**src/rtl/generic_n_way_wb_cache_if.sv**
```systemverilog
// rtl/generic_n_way_wb_cache_if.sv - datapath, flush and eviction signals of the N-way write-back cache
interface generic_n_way_wb_cache_if #(
    parameter int DATA_WIDTH = 8,
    parameter int ADDR_WIDTH = 8
);
    logic                  re;
    logic [ADDR_WIDTH-1:0] read_addr;
    logic                  we;
    logic [ADDR_WIDTH-1:0] write_addr;
    logic [DATA_WIDTH-1:0] in;
    logic [DATA_WIDTH-1:0] out;
    logic                  hit;
    logic                  flush;
    logic                  flush_done;
    logic                  busy;
    logic                  evict_valid;
    logic                  evict_ready;
    logic [ADDR_WIDTH-1:0] evict_addr;
    logic [DATA_WIDTH-1:0] evict_data;

    modport slave (
        input  re, read_addr, we, write_addr, in, flush, evict_ready,
        output out, hit, flush_done, busy, evict_valid, evict_addr, evict_data
    );

    modport master (
        output re, read_addr, we, write_addr, in, flush, evict_ready,
        input  out, hit, flush_done, busy, evict_valid, evict_addr, evict_data
    );
endinterface

```
**src/rtl/generic_n_way_wb_cache.sv**
```systemverilog
// rtl/generic_n_way_wb_cache.sv - N-way set-associative write-back cache, true LRU, eviction buffer, flush engine
module generic_n_way_wb_cache #(
    parameter int DATA_WIDTH = 8,
    parameter int ADDR_WIDTH = 8,
    parameter int ENTRIES    = 8,
    parameter int WAYS       = 2
) (
    input  logic                     clk,
    input  logic                     rst,
    generic_n_way_wb_cache_if.slave  bus
);
    localparam int SETS  = ENTRIES / WAYS;
    localparam int IDX_W = $clog2(SETS);
    localparam int TAG_W = ADDR_WIDTH - IDX_W;
    localparam int AGE_W = (WAYS > 1) ? $clog2(WAYS) : 1;
    localparam int WAY_W = AGE_W;
    localparam int PTR_W = (ENTRIES > 1) ? $clog2(ENTRIES) : 1;

    typedef enum logic [1:0] {IDLE, EVICT, FLUSH_SCAN, FLUSH_WAIT} state_t;
    state_t state_q, state_n;

    logic             valid_q [SETS][WAYS];
    logic             dirty_q [SETS][WAYS];
    logic [TAG_W-1:0] tag_q   [SETS][WAYS];
    logic [DATA_WIDTH-1:0] data_q [SETS][WAYS];
    logic [AGE_W-1:0] age_q   [SETS][WAYS];
    logic [AGE_W-1:0] age_n   [SETS][WAYS];
    logic [PTR_W:0]   scan_q;

    logic [IDX_W-1:0] r_idx, w_idx, scan_set;
    logic [TAG_W-1:0] r_tag, w_tag;
    logic [WAY_W-1:0] rd_way, wr_hit_way, victim, wr_way, scan_way;
    logic [AGE_W-1:0] old_age;
    logic rd_hit, wr_hit, vic_found, rd_go, wr_go, flush_go, evicting;
    logic handshake, scan_end, scan_dirty;

    assign r_idx = bus.read_addr[IDX_W-1:0];
    assign r_tag = bus.read_addr[ADDR_WIDTH-1:IDX_W];
    assign w_idx = bus.write_addr[IDX_W-1:0];
    assign w_tag = bus.write_addr[ADDR_WIDTH-1:IDX_W];

    assign rd_go     = bus.re && (state_q == IDLE || state_q == EVICT);
    assign wr_go     = bus.we && (state_q == IDLE);
    assign flush_go  = bus.flush && !bus.we && (state_q == IDLE);
    assign handshake = bus.evict_valid && bus.evict_ready;
    assign bus.busy  = (state_q != IDLE);

    assign scan_set   = IDX_W'(scan_q / WAYS);
    assign scan_way   = WAY_W'(scan_q % WAYS);
    assign scan_end   = (scan_q == (PTR_W+1)'(ENTRIES));
    assign scan_dirty = valid_q[scan_set][scan_way] && dirty_q[scan_set][scan_way];

    // Read's LRU update is applied first; victim choice and the write's update see its result.
    always_comb begin
        rd_hit     = 1'b0;
        rd_way     = '0;
        wr_hit     = 1'b0;
        wr_hit_way = '0;
        vic_found  = 1'b0;
        victim     = '0;
        old_age    = '0;
        age_n      = age_q;
        for (int i = 0; i < WAYS; i++) begin
            if (valid_q[r_idx][i] && tag_q[r_idx][i] == r_tag) begin
                rd_hit = 1'b1;
                rd_way = WAY_W'(i);
            end
            if (valid_q[w_idx][i] && tag_q[w_idx][i] == w_tag) begin
                wr_hit     = 1'b1;
                wr_hit_way = WAY_W'(i);
            end
        end
        if (rd_go && rd_hit) begin
            old_age = age_q[r_idx][rd_way];
            for (int i = 0; i < WAYS; i++)
                if (age_n[r_idx][i] < old_age) age_n[r_idx][i] = age_n[r_idx][i] + AGE_W'(1);
            age_n[r_idx][rd_way] = '0;
        end
        for (int i = 0; i < WAYS; i++) begin
            if (!valid_q[w_idx][i] && !vic_found) begin
                vic_found = 1'b1;
                victim    = WAY_W'(i);
            end
        end
        if (!vic_found) begin
            for (int i = 0; i < WAYS; i++)
                if (age_n[w_idx][i] == AGE_W'(WAYS-1)) victim = WAY_W'(i);
        end
        wr_way = wr_hit ? wr_hit_way : victim;
        if (wr_go) begin
            old_age = age_n[w_idx][wr_way];
            for (int i = 0; i < WAYS; i++)
                if (age_n[w_idx][i] < old_age) age_n[w_idx][i] = age_n[w_idx][i] + AGE_W'(1);
            age_n[w_idx][wr_way] = '0;
        end
    end

    assign evicting = wr_go && !wr_hit && valid_q[w_idx][victim] && dirty_q[w_idx][victim];

    always_comb begin
        state_n = state_q;
        case (state_q)
            IDLE: begin
                if (evicting)      state_n = EVICT;
                else if (flush_go) state_n = FLUSH_SCAN;
            end
            EVICT:      if (handshake) state_n = IDLE;
            FLUSH_SCAN: begin
                if (scan_end)        state_n = IDLE;
                else if (scan_dirty) state_n = FLUSH_WAIT;
            end
            FLUSH_WAIT: if (handshake) state_n = FLUSH_SCAN;
            default:    state_n = IDLE;
        endcase
    end

    always_ff @(posedge clk) begin
        if (rst) begin
            state_q         <= IDLE;
            scan_q          <= '0;
            bus.out         <= '0;
            bus.hit         <= 1'b0;
            bus.flush_done  <= 1'b0;
            bus.evict_valid <= 1'b0;
            bus.evict_addr  <= '0;
            bus.evict_data  <= '0;
            for (int s = 0; s < SETS; s++) begin
                for (int w = 0; w < WAYS; w++) begin
                    valid_q[s][w] <= 1'b0;
                    dirty_q[s][w] <= 1'b0;
                    tag_q[s][w]   <= '0;
                    data_q[s][w]  <= '0;
                    age_q[s][w]   <= AGE_W'(w);
                end
            end
        end else begin
            state_q        <= state_n;
            age_q          <= age_n;
            bus.flush_done <= 1'b0;
            bus.hit        <= rd_go && rd_hit;
            bus.out        <= (rd_go && rd_hit) ? data_q[r_idx][rd_way] : '0;
            if (handshake) bus.evict_valid <= 1'b0;
            if (wr_go) begin
                if (evicting) begin
                    bus.evict_valid <= 1'b1;
                    bus.evict_addr  <= {tag_q[w_idx][victim], w_idx};
                    bus.evict_data  <= data_q[w_idx][victim];
                end
                valid_q[w_idx][wr_way] <= 1'b1;
                dirty_q[w_idx][wr_way] <= 1'b1;
                tag_q[w_idx][wr_way]   <= w_tag;
                data_q[w_idx][wr_way]  <= bus.in;
            end
            if (flush_go) scan_q <= '0;
            // The scan pointer only advances past a dirty line once its handshake completes.
            if (state_q == FLUSH_SCAN) begin
                if (scan_end) begin
                    bus.flush_done <= 1'b1;
                end else if (scan_dirty) begin
                    bus.evict_valid <= 1'b1;
                    bus.evict_addr  <= {tag_q[scan_set][scan_way], scan_set};
                    bus.evict_data  <= data_q[scan_set][scan_way];
                    dirty_q[scan_set][scan_way] <= 1'b0;
                end else begin
                    scan_q <= scan_q + (PTR_W+1)'(1);
                end
            end
            if (state_q == FLUSH_WAIT && handshake) scan_q <= scan_q + (PTR_W+1)'(1);
        end
    end
endmodule

```
**src/flat_wrapper.sv**
```systemverilog
// flat-port wrapper written by rule: the top's interface ports become plain ports
module generic_n_way_wb_cache_flat 
#(
    parameter int DATA_WIDTH = 8,
    parameter int ADDR_WIDTH = 8,
    parameter int ENTRIES    = 8,
    parameter int WAYS       = 2
)
  (clk, rst, bus_re, bus_read_addr, bus_we, bus_write_addr, bus_in, bus_flush, bus_evict_ready, bus_out, bus_hit, bus_flush_done, bus_busy, bus_evict_valid, bus_evict_addr, bus_evict_data);
  generic_n_way_wb_cache_if #(.DATA_WIDTH(DATA_WIDTH), .ADDR_WIDTH(ADDR_WIDTH)) bus_i ();
  input  logic clk;
  input  logic rst;
  input wire logic [$bits(bus_i.re)-1:0] bus_re;
  input wire logic [$bits(bus_i.read_addr)-1:0] bus_read_addr;
  input wire logic [$bits(bus_i.we)-1:0] bus_we;
  input wire logic [$bits(bus_i.write_addr)-1:0] bus_write_addr;
  input wire logic [$bits(bus_i.in)-1:0] bus_in;
  input wire logic [$bits(bus_i.flush)-1:0] bus_flush;
  input wire logic [$bits(bus_i.evict_ready)-1:0] bus_evict_ready;
  output wire logic [$bits(bus_i.out)-1:0] bus_out;
  output wire logic [$bits(bus_i.hit)-1:0] bus_hit;
  output wire logic [$bits(bus_i.flush_done)-1:0] bus_flush_done;
  output wire logic [$bits(bus_i.busy)-1:0] bus_busy;
  output wire logic [$bits(bus_i.evict_valid)-1:0] bus_evict_valid;
  output wire logic [$bits(bus_i.evict_addr)-1:0] bus_evict_addr;
  output wire logic [$bits(bus_i.evict_data)-1:0] bus_evict_data;
  assign bus_i.re = bus_re;
  assign bus_i.read_addr = bus_read_addr;
  assign bus_i.we = bus_we;
  assign bus_i.write_addr = bus_write_addr;
  assign bus_i.in = bus_in;
  assign bus_i.flush = bus_flush;
  assign bus_i.evict_ready = bus_evict_ready;
  assign bus_out = bus_i.out;
  assign bus_hit = bus_i.hit;
  assign bus_flush_done = bus_i.flush_done;
  assign bus_busy = bus_i.busy;
  assign bus_evict_valid = bus_i.evict_valid;
  assign bus_evict_addr = bus_i.evict_addr;
  assign bus_evict_data = bus_i.evict_data;
  generic_n_way_wb_cache #(.DATA_WIDTH(DATA_WIDTH), .ADDR_WIDTH(ADDR_WIDTH), .ENTRIES(ENTRIES), .WAYS(WAYS)) u_core (.clk(clk), .rst(rst), .bus(bus_i));
endmodule
```
**config.mk**
```make
export PLATFORM = sky130hd
export DESIGN_NAME = generic_n_way_wb_cache_flat
export DESIGN_NICKNAME = d
export VERILOG_FILES = /design/src/rtl/generic_n_way_wb_cache_if.sv /design/src/rtl/generic_n_way_wb_cache.sv /design/src/flat_wrapper.sv
export SDC_FILE = /design/constraint.sdc
export NUM_CORES = 1
export LEC_CHECK = 0
export ABC_AREA = 1
export CELL_PAD_IN_SITES_DETAIL_PLACEMENT = 1
export CELL_PAD_IN_SITES_GLOBAL_PLACEMENT = 1
export CORE_MARGIN = 2
export CORE_UTILIZATION = 35
export CTS_BUF_LIST = sky130_fd_sc_hd__clkbuf_8 sky130_fd_sc_hd__clkbuf_16
export DETAILED_ROUTE_END_ITERATION = 12
export GPL_ROUTABILITY_DRIVEN = 0
export PLACE_DENSITY_LB_ADDON = 0.2
export SLEW_MARGIN = 20
export SYNTH_ARGS = -nofsm -noshare
export SYNTH_HDL_FRONTEND = slang
export SYNTH_SLANG_ARGS = --single-unit
```
**constraint.sdc**
```tcl
create_clock -name clk -period 5.9 [get_ports clk]
set_input_delay 1.475 -clock clk [delete_from_list [all_inputs] [get_ports clk]]
set_output_delay 1.475 -clock clk [all_outputs]
set_load 0.05 [all_outputs]
```
* Word-level counts from Yosys, hierarchy flattened
Memory sizes are Yosys's and may differ from the RTL's. A register that Yosys moved wholly into a read port is not among the register bits. Cells that the tools add are included. W data, S select, Z words.
Word-level totals: bits in registers 41, bits in writable memories 128, bits of input ports 30, output and inout port bits 28, word-level logic and storage cells 253, memories 4
Memory list:
- u_core.data_q | words 4, width 16, read ports 3, clocked after Yosys merged registers in 1, write ports 4, line generic_n_way_wb_cache.sv:25 | logic [DATA_WIDTH-1:0] data_q [SETS][WAYS];
- u_core.tag_q | words 4, width 12, read ports 3, clocked after Yosys merged registers in 1, write ports 4, line generic_n_way_wb_cache.sv:24 | logic [TAG_W-1:0] tag_q [SETS][WAYS];
- u_core.dirty_q | words 4, width 2, read ports 2, clocked after Yosys merged registers in 1, write ports 4, line generic_n_way_wb_cache.sv:23 | logic dirty_q [SETS][WAYS];
- u_core.valid_q | words 4, width 2, read ports 3, clocked after Yosys merged registers in 1, write ports 4, line generic_n_way_wb_cache.sv:22 | logic valid_q [SETS][WAYS];
Operators by class: $add $sub $neg 5, magnitude comparators 15, equality and inequality tests 12, multiplexer cells 154, bitwise logic cells 12, reductions and logical operators 35
Operator list (count):
- $mux W8 | 30
- $mux W2 | 31
- $mux W1 | 55
- $mux W16 | 3
- $mux W6 | 7
- $mux W12 | 3
- $bwmux W8 | 4
- $demux W2 S2 | 6
- $eq A6 B6 Y1 | 4
- $logic_and A1 B1 Y1 | 21
- $mux W4 | 5
- $and A8 B8 Y8 | 2
- $bmux W2 S2 | 4
- $not A8 Y8 | 2
- $reduce_or A16 Y1 | 1
- $reduce_or A12 Y1 | 1
- $reduce_or A2 Y1 | 5
- $demux W8 S1 | 1
- $ge A2 B2 Y1 const B | 4
- $not A1 Y2 | 4
- $pmux W2 S4 | 1
- $demux W6 S1 | 1
- $ge A3 B3 Y1 const B | 2
- $lt A2 B1 Y1 const B | 3
- other kinds (17) | 33

* Longest topological paths before layout
Gate-level depths: netlist of the first run. An unclocked memory read counts as a cell.
depth after elaboration 43, gate-level depth with buffers 29, mapped depth without buffers 26

* Worst setup path before layout of the first run
No wires, ideal clock.
path type in2reg, from input bus_read_addr[0], to memory u_core.data_q[2][0] (netlist bit) (enable), setup time 0.361 ns, arrival 3.996 ns, data required time 5.539 ns, setup slack 1.543 ns, stages 26, path buffers 3, path through buf_4 -> buf_4 -> nand2_1 -> o21ai_1 -> nand2_1 -> nand3_1 -> nand2_1 -> clkinv_1 -> nand2_1 -> nor2_1 -> nand2_2 -> nand2_4 -> nand2_4 -> nor2_4 -> nand2_1 -> nand3_1 -> nand2_1 -> nor2_4 -> a21oi_4 -> nand2_1 -> nand2_2 -> nand2_1 -> inv_2 -> nand2_2 -> buf_2 -> nand2_1
RTL lines:
- from (decl) | line flat_wrapper.sv:14 | input wire logic [$bits(bus_i.read_addr)-1:0] bus_read_addr;
- to (decl) | line generic_n_way_wb_cache.sv:25

==> results.yml, run 1 <==
status:
  status: "complete, no violations"
sta:
  clock_skew_ns: 0.0188
  clock.fmax_ghz: 0.199
  hold_viol: 0
  slew_violations: 0
  rsz0062_at_grt: "false"
  setup_viol: 0
  fin_crit_ns: 5.04
  period_share_pct: 85.4
  slew_headroom_pct: 23.3
  tns_ns: 0
  worstMarginPinSlew_ns: 1.14
  holdWs_ns: 0.519
yosys:
  synth_area_leaders: "edfxtp_1 37%, nand2_1 10%, dfxtp_1 9.9%"
  syn_nets: 1300
  synth_seq_cells: 169
  synth_top_cell_by_area: "edfxtp_1"
  synth_top_cell_area_share_pct: 36.5
  ys_warn_count: 0
  syn_area_per_cell_sq_um: 7.78
  synth.distinct_cells: 51
  synthFlopType: "edfxtp_1"
  syn_area_sq_mm: 0.00987
  ys_seq_area_share_pct: 46.5
  syn_inst: 1268
  synth_edf_count: 120
  async_reset_ff_share_pct: 0
setup_path:
  crit_path_start_kind: "input port"
  arrival_ns: 5.10
  required_ns: 5.96
  end_kind: "flip-flop"
  ff2ff_setup_slack_ns: 1.05
  worstReg2RegEnd: "u_core.dirty_q[1][0]"
  crit_type: "input port to flip-flop"
  worst-path-max-fanout: 14
  timing.rr.start: "u_core.scan_q[0]"
  reg2regPathDepth: 13
die:
  row_count: 61
  die-area_sq_mm: 0.0296
  core_area_sq_mm: 0.0278
  pin_count: 58
  initial_utilization_pct: 35.5
  die_y_microns: 172
  die_x_microns: 172
clock_network:
  clk_latency_ns: 0.45
  numCtsBuffers: 17
  clkTransAtPathRegs_ns: 0.07
  cts_tree: "built"
  ctsResizeCount: 0
  cts_sinks: 169
  cts_root_buf: "clkbuf_16"
  clk_path_buf_depth: 2
  post_cts.repair.setup_buffers: 0
  htreeDepth: 4
  hold_buffers: 0
grt:
  antenna_found_initial: 0
  grt_usage_pct: 28.9
  grt_max_degree: 50
  grt_pass1_wl_microns: 62600
  grt_pass1_vias: 9594
  grt.overflow.total: 0
hold_path:
  holdPathEnd: "u_core.scan_q[3]"
  hp-class: "flip-flop to flip-flop"
  hp-start: "u_core.scan_q[3]"
  hold_depth: 2
pwr:
  pwr-share-clk_pct: 36.7
  seqPwrFrac_pct: 42.7
  vdd_drop_max_uv: 184
  p_int_uw: 2200
  power_density_mw_per_mm2: 290
  p_sw_uw: 1150
  p_sw_share_pct: 34.3
  comb_power_share_pct: 20.7
  p_leak_uw: 0.00469
layout:
  fill_cells: 3412
  area_growth_pct: 16.9
  final_cell_mix: "269 x nand2_1, 197 x nor2_1, 120 x edfxtp_1"
  layout.cells.most_common: "nand2_1"
  layout-drive-gt1-share_pct: 8.35
  utilization_pct: 41.5
  nets: 1348
  diodes: 0
detailed_routing:
  totalWireLength_microns: 42200
  avgViaCountPerCell: 5.77
  postRouteAntennaNets: 0
  drt-wirelength-per-cell_microns: 24.7
  first_pass_iters: 5
  drc: 0
  drtIter0Drc: 1146
  vias: 9841
run:
  cap_violations: 0
placed_design:
  port-buffer-count: 57
  hpwlAfterDp_microns: 29100
==> worst max-delay path, stage by stage <==
cell,delay (ns)
clkdlybuf4s50_1,0.61
buf_4,0.28
nor2_4,0.07
inv_1,0.28
o22ai_1,0.14
nor2_1,0.10
o21ai_0,0.11
nor2_1,0.23
nand4_1,0.18
nand2_1,0.15
nand3_1,0.08
nand2_1,0.12
nor2_4,0.07
a21oi_4,0.12
nand2_1,0.08
nand2_2,0.07
nand2_1,0.15
inv_2,0.16
nand2_2,0.06
nand2_1,0.55
==> power by group through the flow <==
stage / combinational, uW / sequential (uW) / clock [uW]
final: 691 / 1430 / 1230
after global routing: 751 / 1430 / 1280
after CTS: 678 / 1420 / 1230
after detailed placement: 674 / 1450 / 0
after global placement: 669 / 1450 / 0
after floorplan: 435 / 1410 / 0
==> layer usage <==
metal	GRT usage, %	routed length (microns)
met1	42.1	19100
met2	44.4	18700
met3	5.45	3690
met4	6.76	727
met5	0	0
==> layout make-up <==
type	count	area, sq um	area share (%)
clock inverters	15	196	1.70
flip-flops and latches	169	4590	39.7
inverters	127	479	4.15
well taps	378	473	4.10
clock buffers	17	425	3.69
repair buffers	99	898	7.78
multi-input cells	902	4480	38.8
==> kinds of logic after synthesis <==
kind of cell | count (synthesis) | synth area share [%]
XOR/XNOR | 7 | 0.621
AND/OR/NAND/NOR | 577 | 24.4
flip-flops | 169 | 46.5
buffers and inverters | 197 | 8.18
AO/OA/AOI/OAI | 316 | 20.1
adder cells (fa/ha/maj) | 2 | 0.254
==> through the flow <==
stage / std cells / setup slack (ns) / power (uW) / instance area (sq um)
final: 1707 / 0.863 / 3340 / 11500
after global routing: 1707 / 0.507 / 3470 / 11500
after CTS: 1707 / 0.865 / 3330 / 11500
after detailed placement: 1675 / 0.439 / 2120 / 10900
after global placement: 1675 / 0.461 / 2120 / 10900
after floorplan: 1268 / 1.54 / 1850 / 9870
==> cells in the mapped netlist, drive strengths merged, types with 2 or more instances <==
cell type	count
nor3	6
a211oi	16
buf	30
nand2	287
o311ai	2
a31oi	15
o21a	2
a221oi	16
ha	2
clkbuf	40
o211ai	4
o21bai	2
a221o	2
dfxtp	49
clkinv	10
a21o	13
inv	117
nor2	204
a22oi	18
o2111ai	6
o21ai	88
a2111oi	7
a22o	2
nand3	65
o22ai	37
edfxtp	120
o221ai	9
xor2	7
nand4	12
a21oi	73
==> sequential cells by signal, indices dropped and copies added, names as in the netlist, 2 cells and up <==
name and count:
u_core.age_q 8, u_core.bus.evict_addr 8, u_core.bus.evict_data 8, u_core.bus.out 8
u_core.data_q 64, u_core.dirty_q 8, u_core.scan_q 4, u_core.state_q 2
u_core.tag_q 48, u_core.valid_q 8
==> worst max path at each step <==
stage	startpoint	to	depth (start not counted)
floorplan	bus_read_addr[0]	u_core.data_q[2][0]	26
global placement	bus_write_addr[1]	u_core.state_q[0]	18
detailed placement	bus_write_addr[1]	u_core.state_q[1]	18
CTS	bus_write_addr[1]	u_core.state_q[1]	18
global route	bus_write_addr[1]	u_core.state_q[0]	18
finish	bus_read_addr[1]	u_core.tag_q[2][0]	20
No activity file was read; power rests on OpenSTA's default activity.
==> inputs of run 2 (changes only) <==
--- a/config.mk
+++ b/config.mk
@@ -11,6 +11,7 @@
 export CORE_MARGIN = 2
 export CORE_UTILIZATION = 35
 export CTS_BUF_LIST = sky130_fd_sc_hd__clkbuf_8 sky130_fd_sc_hd__clkbuf_16
+export CTS_CLUSTER_SIZE = 10
 export DETAILED_ROUTE_END_ITERATION = 12
 export GPL_ROUTABILITY_DRIVEN = 0
 export PLACE_DENSITY_LB_ADDON = 0.2
==> results of run 2 <==
Final layout, timing and power as in run 1 (identical DEF).
==> inputs of run 3 (changes only) <==
--- a/config.mk
+++ b/config.mk
@@ -8,12 +8,13 @@
 export ABC_AREA = 1
 export CELL_PAD_IN_SITES_DETAIL_PLACEMENT = 1
 export CELL_PAD_IN_SITES_GLOBAL_PLACEMENT = 1
-export CORE_MARGIN = 2
+export CORE_MARGIN = 10
 export CORE_UTILIZATION = 35
 export CTS_BUF_LIST = sky130_fd_sc_hd__clkbuf_8 sky130_fd_sc_hd__clkbuf_16
 export CTS_CLUSTER_SIZE = 10
 export DETAILED_ROUTE_END_ITERATION = 12
 export GPL_ROUTABILITY_DRIVEN = 0
+export GPL_TIMING_DRIVEN = 0
 export PLACE_DENSITY_LB_ADDON = 0.2
 export SLEW_MARGIN = 20
 export SYNTH_ARGS = -nofsm -noshare
==> constraint.sdc (replaced) <==
create_clock -name clk -period 5.91 [get_ports clk]
set_input_delay 1.4775 -clock clk [delete_from_list [all_inputs] [get_ports clk]]
set_output_delay 1.4775 -clock clk [all_outputs]
set_load 0.05 [all_outputs]
==> results.yml, run 3 (synthesis results as in run 1) <==
setup_path:
  required_ns: 5.99
  crit_type: "input port to flip-flop"
  end_kind: "flip-flop"
  crit_path_start_kind: "input port"
  worst-path-max-fanout: 14
  arrival_ns: 5.75
grt:
  grt.overflow.total: 0
  grt_usage_pct: 25.7
  grt_pass1_vias: 10100
  antenna_found_initial: 0
  grt_max_degree: 18
  grt_pass1_wl_microns: 68300
layout:
  regMostFlops: "u_core.data_q"
  diodes: 0
  seqCellArea_sq_mm: 0.00458
  layout.cells.most_common: "nand2_1"
  fill_cells: 3420
  nets: 1375
  area_growth_pct: 16.3
  final_cell_mix: "264 x nand2_1, 199 x nor2_1, 120 x edfxtp_1"
  multi_input_area_sq_mm: 0.00449
  fin_cells: 1734
  largest_reg_flops: 64
  top_regs: "u_core.data_q: 64 flops, u_core.tag_q: 48 flops"
  layout-drive-gt1-share_pct: 7.37
detailed_routing:
  drtIter0Drc: 1199
  postRouteAntennaNets: 0
  first_pass_iters: 6
  drt-wirelength-per-cell_microns: 27.0
  vias: 10300
  avgViaCountPerCell: 5.93
  totalWireLength_microns: 46800
  drc: 0
die:
  initial_utilization_pct: 35.5
  pin_count: 58
  die_y_microns: 188
  die_x_microns: 188
  core_area_sq_mm: 0.0278
  die-area_sq_mm: 0.0353
  row_count: 61
sta:
  period_share_pct: 95.9
  clock_skew_ns: 0.0220
  worstMarginPinSlew_ns: 1.16
  hold_viol: 0
  setup_viol: 0
  rsz0062_at_grt: "false"
  slew_headroom_pct: 22.4
  fin_crit_ns: 5.67
  holdWs_ns: 0.524
  tns_ns: 0
  clock.fmax_ghz: 0.176
  slew_violations: 0
pwr:
  p_sw_uw: 1190
  seqPwrFrac_pct: 42.8
  comb_power_share_pct: 22.5
  p_int_uw: 2100
  vdd_drop_max_uv: 196
  p_sw_share_pct: 36.2
  power_density_mw_per_mm2: 286
  fin_total_pwr_uw: 3290
  pwr-share-clk_pct: 34.8
  p_leak_uw: 0.00461
clock_network:
  cts_root_buf: "clkbuf_16"
  clk_path_buf_depth: 2
  hold_buffers: 0
  htreeDepth: 4
  cts_tree: "built"
  numCtsBuffers: 17
  clk_latency_ns: 0.45
  cts_sinks: 169
  clkTransAtPathRegs_ns: 0.07
hold_path:
  hp-class: "flip-flop to flip-flop"
placed_design:
  dp.cells: 1700
  port-buffer-count: 54
  hpwlAfterDp_microns: 33500
run:
  cap_violations: 0
status:
  status: "complete, no violations"
run 3: changes by cell type in the layout (fill, tap and decap cells not counted), sizes merged:
cell,previous run,this run
buf,42,32
clkinvlp,2,4
bufinv,2,0
clkbuf,17,57
clkdlybuf4s50,57,54
run 3: repair_timing:
action | CTS | global route
resized for setup | 0 | 3
setup buffers | 0 | 2
setup endpoints to repair | 0 | 70
run 3: final timing paths:
path	startpoint	cells past startpoint	slack [ns]	end
max	bus_write_addr[1]	14	0.24	u_core.tag_q[0][5]
min	u_core.scan_q[3]	2	0.52	u_core.scan_q[3]
max reg2reg	u_core.scan_q[2]	14	1.00	u_core.dirty_q[1][0]
min reg2reg	u_core.scan_q[3]	2	0.52	u_core.scan_q[3]
run 3: cell type report:
type                    count  share of cell area [%]
plain buffers              70                    2.86
clock buffers              17                    3.71
clock inverters            15                    1.21
inverters                 127                    4.21
multi-input cells         902                    39.1
flip-flops and latches    169                    39.9
well taps                 378                    4.12
repair buffers             56                    4.84
run 3: critical path, cell delays in order:
cell	delay [ns]
clkdlybuf4s50_1	0.61
inv_2	0.07
nor2_1	0.60
inv_1	0.39
o221ai_1	0.52
xor2_1	0.13
nor3_1	0.30
nand3_1	0.17
nand2_2	0.17
nand2_1	0.12
inv_2	0.17
nand2_2	0.21
buf_2	0.28
nand2_1	0.51
run 3: power by group through the flow:
stage          clock network (uW)  logic (uW)  registers, uW
2_1_floorplan                   0         434           1410
3_3_place_gp                    0         695           1430
3_5_place_dp                    0         707           1430
4_1_cts                      1130         712           1400
5_1_grt                      1180         787           1420
6_report                     1140         738           1410
run 3: metrics by stage:
| step | utilization, % | setup WS (ns) | area (sq um) |
|---|---|---|---|
| CTS | 41.2 | 0.0513 | 11400 |
| finish | 41.3 | 0.240 | 11500 |
| global placement | 39.2 | -0.357 | 10900 |
| global route | 41.3 | 0.127 | 11500 |
| floorplan | - | 1.55 | 9870 |
| detailed placement | 39.2 | -0.379 | 10900 |
run 3: routing by layer:
| metal | track usage, % | share of wire [%] | vias to the layer above |
|---|---|---|---|
| met3 | 5.40 | 9.2 | 103 |
| met2 | 40.3 | 44 | 570 |
| li1 | - | - | 4517 |
| met1 | 34.6 | 43 | 5094 |
| met5 | 0 | 0 | - |
| met4 | 8.62 | 3.3 | 0 |
